File: src/rtl/axi_rd_arbiter.sv
// AXI3 read-channel arbiter: shares one AR/R pair between the instruction-fetch (I) and
// data/load (D) requesters, tagging each burst with a per-side ARID and routing R beats by RID.
module axi_rd_arbiter #(
  parameter logic [3:0] I_ID      = 4'd0,
  parameter logic [3:0] D_ID      = 4'd1,
  parameter bit         PRIO_MODE = 1'b0
) (
  input  logic        aclk,
  input  logic        aresetn,
  input  logic        i_req,
  input  logic [31:0] i_addr,
  input  logic [7:0]  i_len,
  input  logic [2:0]  i_size,
  output logic        i_gnt,
  output logic        i_rvalid,
  output logic        i_rlast,
  output logic        i_rerr,
  output logic [31:0] i_rdata,
  input  logic        d_req,
  input  logic [31:0] d_addr,
  input  logic [7:0]  d_len,
  input  logic [2:0]  d_size,
  output logic        d_gnt,
  output logic        d_rvalid,
  output logic        d_rlast,
  output logic        d_rerr,
  output logic [31:0] d_rdata,
  output logic [3:0]  arid,
  output logic [31:0] araddr,
  output logic [7:0]  arlen,
  output logic [2:0]  arsize,
  output logic [1:0]  arburst,
  output logic [1:0]  arlock,
  output logic [3:0]  arcache,
  output logic [2:0]  arprot,
  output logic        arvalid,
  input  logic        arready,
  input  logic [3:0]  rid,
  input  logic [31:0] rdata,
  input  logic [1:0]  rresp,
  input  logic        rlast,
  input  logic        rvalid,
  output logic        rready
);

  typedef enum logic [1:0] {
    ST_IDLE = 2'd0,
    ST_ARQ  = 2'd1,
    ST_RDAT = 2'd2
  } side_st_e;

  side_st_e    i_st;
  side_st_e    d_st;
  logic        rr_ptr;
  logic        side_p1;
  logic        vld_p1;
  logic [3:0]  id_p1;
  logic [31:0] addr_p1;
  logic [7:0]  len_p1;
  logic [2:0]  size_p1;

  logic slot_free;
  logic ar_hs;
  logic i_elig;
  logic d_elig;
  logic contest;
  logic pick_d;
  logic any_gnt;
  logic i_hit;
  logic d_hit;

  assign rready    = 1'b1;
  assign ar_hs     = vld_p1 && arready;
  assign slot_free = !vld_p1 || arready;
  assign i_elig    = i_req && (i_st == ST_IDLE);
  assign d_elig    = d_req && (d_st == ST_IDLE);
  assign contest   = i_elig && d_elig;

  // rr_ptr: 0 means I wins the next tie, 1 means D wins it
  always_comb begin
    pick_d = d_elig;
    if (contest) begin
      pick_d = PRIO_MODE ? 1'b1 : rr_ptr;
    end
  end

  // Grants are masked during reset so a held request cannot leak a grant out
  assign any_gnt = aresetn && slot_free && (i_elig || d_elig);
  assign i_gnt   = any_gnt && !pick_d;
  assign d_gnt   = any_gnt && pick_d;

  // Stage p1: the single AR slot, held stable until the slave takes it
  always_ff @(posedge aclk or negedge aresetn) begin
    if (!aresetn) begin
      vld_p1  <= 1'b0;
      side_p1 <= 1'b0;
      id_p1   <= 4'd0;
      addr_p1 <= 32'd0;
      len_p1  <= 8'd0;
      size_p1 <= 3'd0;
      rr_ptr  <= 1'b0;
    end else begin
      if (any_gnt) begin
        vld_p1  <= 1'b1;
        side_p1 <= pick_d;
        id_p1   <= pick_d ? D_ID   : I_ID;
        addr_p1 <= pick_d ? d_addr : i_addr;
        len_p1  <= pick_d ? d_len  : i_len;
        size_p1 <= pick_d ? d_size : i_size;
      end else if (ar_hs) begin
        vld_p1 <= 1'b0;
      end
      if (any_gnt && contest) begin
        rr_ptr <= !rr_ptr;
      end
    end
  end

  assign arvalid = vld_p1;
  assign arid    = id_p1;
  assign araddr  = addr_p1;
  assign arlen   = len_p1;
  assign arsize  = size_p1;
  assign arburst = 2'b01;
  assign arlock  = 2'b00;
  assign arcache = 4'b0000;
  assign arprot  = 3'b000;

  assign i_hit = rvalid && (rid == I_ID);
  assign d_hit = rvalid && (rid == D_ID);

  // Per-side burst trackers; side_p1 tells whose AR the handshake belongs to
  always_ff @(posedge aclk or negedge aresetn) begin
    if (!aresetn) begin
      i_st <= ST_IDLE;
      d_st <= ST_IDLE;
    end else begin
      case (i_st)
        ST_IDLE: if (i_gnt) i_st <= ST_ARQ;
        ST_ARQ:  if (ar_hs && !side_p1) i_st <= ST_RDAT;
        ST_RDAT: if (i_hit && rready && rlast) i_st <= ST_IDLE;
        default: i_st <= ST_IDLE;
      endcase
      case (d_st)
        ST_IDLE: if (d_gnt) d_st <= ST_ARQ;
        ST_ARQ:  if (ar_hs && side_p1) d_st <= ST_RDAT;
        ST_RDAT: if (d_hit && rready && rlast) d_st <= ST_IDLE;
        default: d_st <= ST_IDLE;
      endcase
    end
  end

  // R beats are steered combinationally; unknown RIDs are sunk without effect
  assign i_rvalid = aresetn && i_hit;
  assign i_rdata  = rdata;
  assign i_rlast  = i_rvalid && rlast;
  assign i_rerr   = i_rvalid && (rresp != 2'b00);

  assign d_rvalid = aresetn && d_hit;
  assign d_rdata  = rdata;
  assign d_rlast  = d_rvalid && rlast;
  assign d_rerr   = d_rvalid && (rresp != 2'b00);

endmodule

File: config.mk
export PLATFORM = sky130hd
export DESIGN_NAME = axi_rd_arbiter
export DESIGN_NICKNAME = d
export VERILOG_FILES = /design/src/rtl/axi_rd_arbiter.sv
export SDC_FILE = /design/constraint.sdc
export NUM_CORES = 1
export LEC_CHECK = 0
export CORE_AREA = 2 2 101 103
export DETAILED_ROUTE_END_ITERATION = 16
export DIE_AREA = 0 0 103 105
export PLACE_DENSITY = 0.8
export SLEW_MARGIN = 15
export SYNTH_ARGS = -nofsm -noshare
export SYNTH_HDL_FRONTEND = slang
export SYNTH_SLANG_ARGS = --single-unit
export TNS_END_PERCENT = 5
File: constraint.sdc
create_clock -name aclk -period 3 [get_ports aclk]
set_clock_uncertainty 0.1 [all_clocks]
set_input_delay 0.45 -clock aclk [delete_from_list [all_inputs] [get_ports aclk]]
set_output_delay 0.45 -clock aclk [all_outputs]
set_load 0.005 [all_outputs]
==> qor.yml, run 1 <==
finish:
  fin_nets: 534
  postLayoutCoreUtil_pct: 44.68
  insertedDiodeCount: 0
  postLayoutCellArea_mm2: 0.004307
  fin_cells: 537
  syn2layout_area_growth_pct: 38.01
  drive_gt1_share_pct: 4.703
  fillers: 943
critical_path:
  required_ns: 2.45
  cp_slowest_cell: "clkdlybuf4s50_1"
  critical_path_depth: 4
  cp_slowest_stage_delay_ns: 0.51
  cp_cell_sequence: "clkdlybuf4s50_1 -> nor3b_1 -> o2111a_2 -> clkdlybuf4s50_1"
  crit_top_cell: "clkdlybuf4s50_1"
  critPathBufInv: 2
  r2r_cells: 4
  cp_top_family: "buffers and inverters"
  cp_max_fo: 4
  start_kind: "input pin"
  critPathKind: "in2out"
  arrival_ns: 2.14
  endpoint_kind: "output pin"
synth:
  async_reset_ff_share_pct: 100.0
  netlist_instances: 332
  ys_ff_latch: 50
  synth-main-ff-cell: "dfrtp_1"
  synth_cell_type_count: 32
  synth.avg_cell_area_um2: 9.399
  ys_seq_area_share_pct: 40.10
  synth_edf_count: 0
  synth_area_mm2: 0.003120
  yosys_warnings: 0
cts:
  insertion_delay_ns: 0.29
  cts-root-buf: "clkbuf_8"
  numCtsBuffers: 5
  htreeDepth: 2
  clk_pin_slew_ns: 0.10
  cts.sinks: 50
  cts_resized: 0
  cts_tree: "built"
  clockBufferDepth: 2
  cts_setup_buffers: 0
drt:
  vias: 2763
  drt-total-wl_um: 9696
  antenna_left: 0
  routedWlPerCell_um: 18.06
  drt_iter0_drc: 114
  route.detailed.drc: 0
  dr.pass1.iters: 4
  vias_per_cell: 5.145
place:
  placedCellCount: 528
  pre_cts_ws_ns: 0.3120
  io_buffers: 151
  gp_congestion: 0.7854
  dp_hpwl_um: 6793
  dpl_cell_area_mm2: 0.004190
power_and_ir_drop:
  power_density_mw_per_mm2: 763.1
  p_leak_nw: 1.738
  vdd_ir_drop_max_uv: 224.1
  power_mw: 3.286
grt:
  grt_util_met2_pct: 28.76
  grt_max_degree: 94
  grt-ovfl-total: 0
  grt_pass1_vias: 2667
  top_usage_layer: "met2"
  grt_first_pass_wirelength_um: 14190
  antenna_found_initial: 0
  grtUsageMet1_pct: 20.41
  use_met3_pct: 4.615
  grt_usage_pct: 16.68
timing:
  hold_ws_ns: 0.4219
  slew_violations: 0
  hold_viol: 0
  final.setup.tns_ns: 0
  relSlewSlack_pct: 64.87
  layout_setup_ws_ns: 0.3073
  finalCritPeriodShare_pct: 89.76
  rsz0062_at_grt: "false"
  tightest_slew_ns: 0.5270
  period_needed_ns: 2.693
  finalSetupViolCount: 0
  max_freq_mhz: 371.4
run_status:
  status: "finished, final reports clean"
die:
  io_pins: 263
  core-area_mm2: 0.009639
  row_count: 36
  die_h_um: 105
  fp.dieArea_mm2: 0.01082
  start_util_pct: 32.37
  die_width_um: 103
hold_path:
  hold_depth: 1
  hp-class: "reg2reg"
flow_run:
  maxCapViolations: 0
[routing by layer]
metal	share of wire, %	vias up
li1	-	1263
met1	40	1298
met2	50	195
met3	9.5	7
met4	0.94	0
met5	0	-
[layout by cell type (no fill, tap or decap), types with 2 or more instances in the layout]
master	n
clkbuf_8	5
nand2b_1	2
buf_4	7
clkbuf_1	2
dfrtp_1	50
nor3_1	3
buf_12	2
nor2_1	7
nor4_1	43
inv_1	6
clkdlybuf4s50_1	150
nand3_1	2
nor3b_1	2
nand2_1	47
conb_1	15
a221o_1	43
[kinds of logic (layout without fill, tap and decap cells)]
group,after synthesis,count (layout),synth area share [%]
compound gates,53,53,16.16
xor+xnor,1,1,0.2807
buf+inv,115,174,24.70
flops,50,50,40.10
other cells,2,15,0.2407
simple gates,111,111,18.52
[where the power goes]
part           leakage, nW  switching, mW  total [mW]  internal [mW]
sequential           0.623          0.218        1.20          0.986
clock               0.0524          0.219       0.468          0.250
combinational         1.06          0.657        1.61          0.957
[path summary, 6_finish.rpt]
| check | start | endpoint | slack, ns |
|---|---|---|---|
| setup / recovery | i_req | i_gnt | 0.31 |
| hold / removal | arlen[7] | arlen[7] | 0.42 |
| setup reg to reg | i_st[1] | araddr[17] | 0.91 |
| hold reg to reg | arlen[7] | arlen[7] | 0.42 |
| max in group asynchronous | aresetn | araddr[16] | 1.69 |
| min in group asynchronous | aresetn | d_st[1] | 0.44 |
[registers in the layout, summed over array words and instances (netlist names)]
| register | flops |
|---|---|
| araddr | 32 |
| arlen | 8 |
| arsize | 3 |
| d_st | 2 |
| i_st | 2 |
| arvalid | 1 |
| rr_ptr | 1 |
| side_p1 | 1 |
[cell type report]
| class | instances | area (µm²) | area share [%] |
|---|---|---|---|
| clock buffer | 7 | 76.32 | 1.772 |
| clock inverter | 1 | 30.03 | 0.6973 |
| inverter | 6 | 22.52 | 0.5230 |
| multi-input combinational | 180 | 1156 | 26.84 |
| sequential | 50 | 1251 | 29.05 |
| tap | 133 | 166.4 | 3.864 |
| timing repair buffer | 160 | 1604 | 37.25 |
[synthesized netlist by cell type, types with 2 or more instances]
library cell  count  area [µm²]
a221o_1          43       430.4
buf_4            80       600.6
buf_6             5       56.30
clkbuf_1         22       82.58
conb_1            2       7.510
dfrtp_1          50        1251
inv_1             6       22.52
nand2_1          47       176.4
nand2b_1          2       12.51
nand3_1           2       10.01
nor2_1            7       26.28
nor3_1            3       15.01
nor3b_1           2       15.01
nor4_1           43       269.0
[what timing repair did]
action / in CTS / in global routing
setup endpoints to repair: 0 / 0
endpoints found under the hold margin: 3 / 0
hold buffers: 1 / 0
No activity file was read; power rests on OpenSTA's default activity.
==> run 2, diff against run 1 <==
==> constraint.sdc (replaced) <==
create_clock -name aclk -period 3 [get_ports aclk]
set_clock_uncertainty 0.1 [all_clocks]
set_input_delay 0.6 -clock aclk [delete_from_list [all_inputs] [get_ports aclk]]
set_output_delay 0.6 -clock aclk [all_outputs]
set_load 0.005 [all_outputs]
==> run 2 against run 1 <==
Cell area rose by 1.4%; sequential share of layout area is 0.41 points lower; flip-flop and latch count did not move; maximum frequency decreased by 7.6%; register-to-register slack worse by 0.02 ns; cell count up 0.93%; utilization rose by 0.64 points; power is 0.56% higher; non-clock buffer count rose by 5; critical endpoint unchanged; highest routed layer unchanged.
==> qor.yml, run 2 (synthesis results as in run 1) <==
drt:
  vias: 2800
  vias_per_cell: 5.166
  routedWlPerCell_um: 18.55
  antenna_left: 0
  dr.pass1.iters: 4
  drt_iter0_drc: 105
  drt-total-wl_um: 10060
  route.detailed.drc: 0
critical_path:
  endpoint_kind: "output pin"
  reg2reg_to: "araddr[17]"
  timing.rr.start: "d_st[0]"
  r2r_cells: 4
  start_kind: "input pin"
  arrival_ns: 2.21
  cp_max_fo: 2
  r2r_slack_ns: 0.89
  required_ns: 2.30
  critPathKind: "in2out"
finish:
  multi_input_area_mm2: 0.001172
  layout_commonest_cell: "clkdlybuf4s50_1"
  syn2layout_area_growth_pct: 39.98
  drive_gt1_share_pct: 6.601
  fillers: 945
  final_cell_mix: "147 x clkdlybuf4s50_1, 50 x dfrtp_1, 47 x nand2_1, 43 x nor4_1, 43 x a221o_1"
  largest_reg_flops: 32
  insertedDiodeCount: 0
  postLayoutCellArea_mm2: 0.004368
  fin_nets: 539
  seqCellArea_mm2: 0.001251
grt:
  grt-ovfl-total: 0
  grt_usage_pct: 17.92
  grt_first_pass_wirelength_um: 15160
  grt_pass1_vias: 2890
  grt_max_degree: 94
  antenna_found_initial: 0
die:
  row_count: 36
  start_util_pct: 32.37
  die_h_um: 105
  io_pins: 263
  fp.dieArea_mm2: 0.01082
  die_width_um: 103
  core-area_mm2: 0.009639
cts:
  cts.sinks: 50
  clockBufferDepth: 2
  cts-root-buf: "clkbuf_8"
  htreeDepth: 2
  cts_tree: "built"
  numCtsBuffers: 5
  clk_pin_slew_ns: 0.09
  insertion_delay_ns: 0.30
power_and_ir_drop:
  seqPwrFrac_pct: 36.4
  vdd_ir_drop_max_uv: 238.0
  intPower_mw: 2.205
  swShare_pct: 33.28
  p_leak_nw: 1.825
  combinationalPowerShare_pct: 49.2
  pwr-share-clk_pct: 14.3
  switching_power_mw: 1.100
  power_density_mw_per_mm2: 756.6
hold_path:
  hold_depth: 1
  hp-class: "reg2reg"
  hp-start: "araddr[11]"
  min_to: "araddr[11]"
timing:
  period_needed_ns: 2.914
  tightest_slew_ns: 0.5278
  finalSetupViolCount: 0
  slew_violations: 0
  finalCritPeriodShare_pct: 97.13
  hold_viol: 0
  relSlewSlack_pct: 64.81
  rsz0062_at_grt: "true"
  hold_ws_ns: 0.4202
  max_freq_mhz: 343.2
run_status:
  status: "finished, final reports clean"
place:
  io_buffers: 151
  dp_hpwl_um: 6908
  dpl_cell_area_mm2: 0.004205
  gp_congestion: 0.8012
flow_run:
  maxCapViolations: 0
## run 2: what timing repair did
| item | CTS | global route |
|---|---|---|
| resized for setup | 2 | 4 |
| setup buffers | 0 | 3 |
| setup endpoints to repair | 2 | 6 |
| hold buffers | 1 | 0 |
| pin swaps | 0 | 2 |
| hold endpoints to repair | 3 | 0 |
## run 2: layout make-up
type                            instances  area share (%)
Clock buffer                            7           1.747
Tap cell                              133           3.810
Clock inverter                          1          0.6875
Sequential cell                        50           28.65
Multi-Input combinational cell        180           26.84
Inverter                                6          0.5156
Timing Repair Buffer                  165           37.75
## run 2: how the worst max path moves through the flow
stage               startpoint     end  slack (ns)  cells past startpoint
finish                   d_req   i_gnt        0.09                      4
global route            rid[2]  d_rerr       -0.03                      6
CTS                     rid[1]  i_rerr       0.002                      6
detailed placement      rid[3]  i_rerr       -0.07                      6
global placement        rid[1]  i_rerr        0.03                      6
floorplan              aresetn  i_rerr        0.65                      5
## run 2: power groups by stage
stage	clock (mW)	combinational, mW	sequential (mW)
2_1_floorplan	0	0.782	1.20
3_3_place_gp	0	1.60	1.20
3_5_place_dp	0	1.63	1.21
4_1_cts	0.496	1.64	1.20
5_1_grt	0.515	1.75	1.24
6_report	0.474	1.63	1.20
## run 2: through the flow
stage | TNS [ns] | setup WS, ns | utilization, % | std cells | power (mW)
after detailed placement | -0.07047 | -0.07047 | 43.63 | 530 | 2.838
after CTS | 0 | 0.001664 | 44.95 | 539 | 3.344
after global routing | -0.06122 | -0.03184 | 45.31 | 542 | 3.505
after global placement | 0 | 0.03428 | 43.63 | 530 | 2.796
after floorplan | 0 | 0.6539 | - | 345 | 1.981
final | 0 | 0.08620 | 45.31 | 542 | 3.305
## run 2: worst max-delay path, stage by stage
cell and delay, ns:
clkdlybuf4s50_1 0.48, or3b_1 0.39, o2111a_2 0.29, clkdlybuf4s50_1 0.46
## run 2: layer usage
layer  track usage [%]  share of wire (%)  vias to the layer above
met1             19.55                 38                     1343
met2             33.40                 53                      179
met5                 0                  0                        -
met3             5.084                8.4                        5
li1                  -                  -                     1273
met4             4.229               0.65                        0
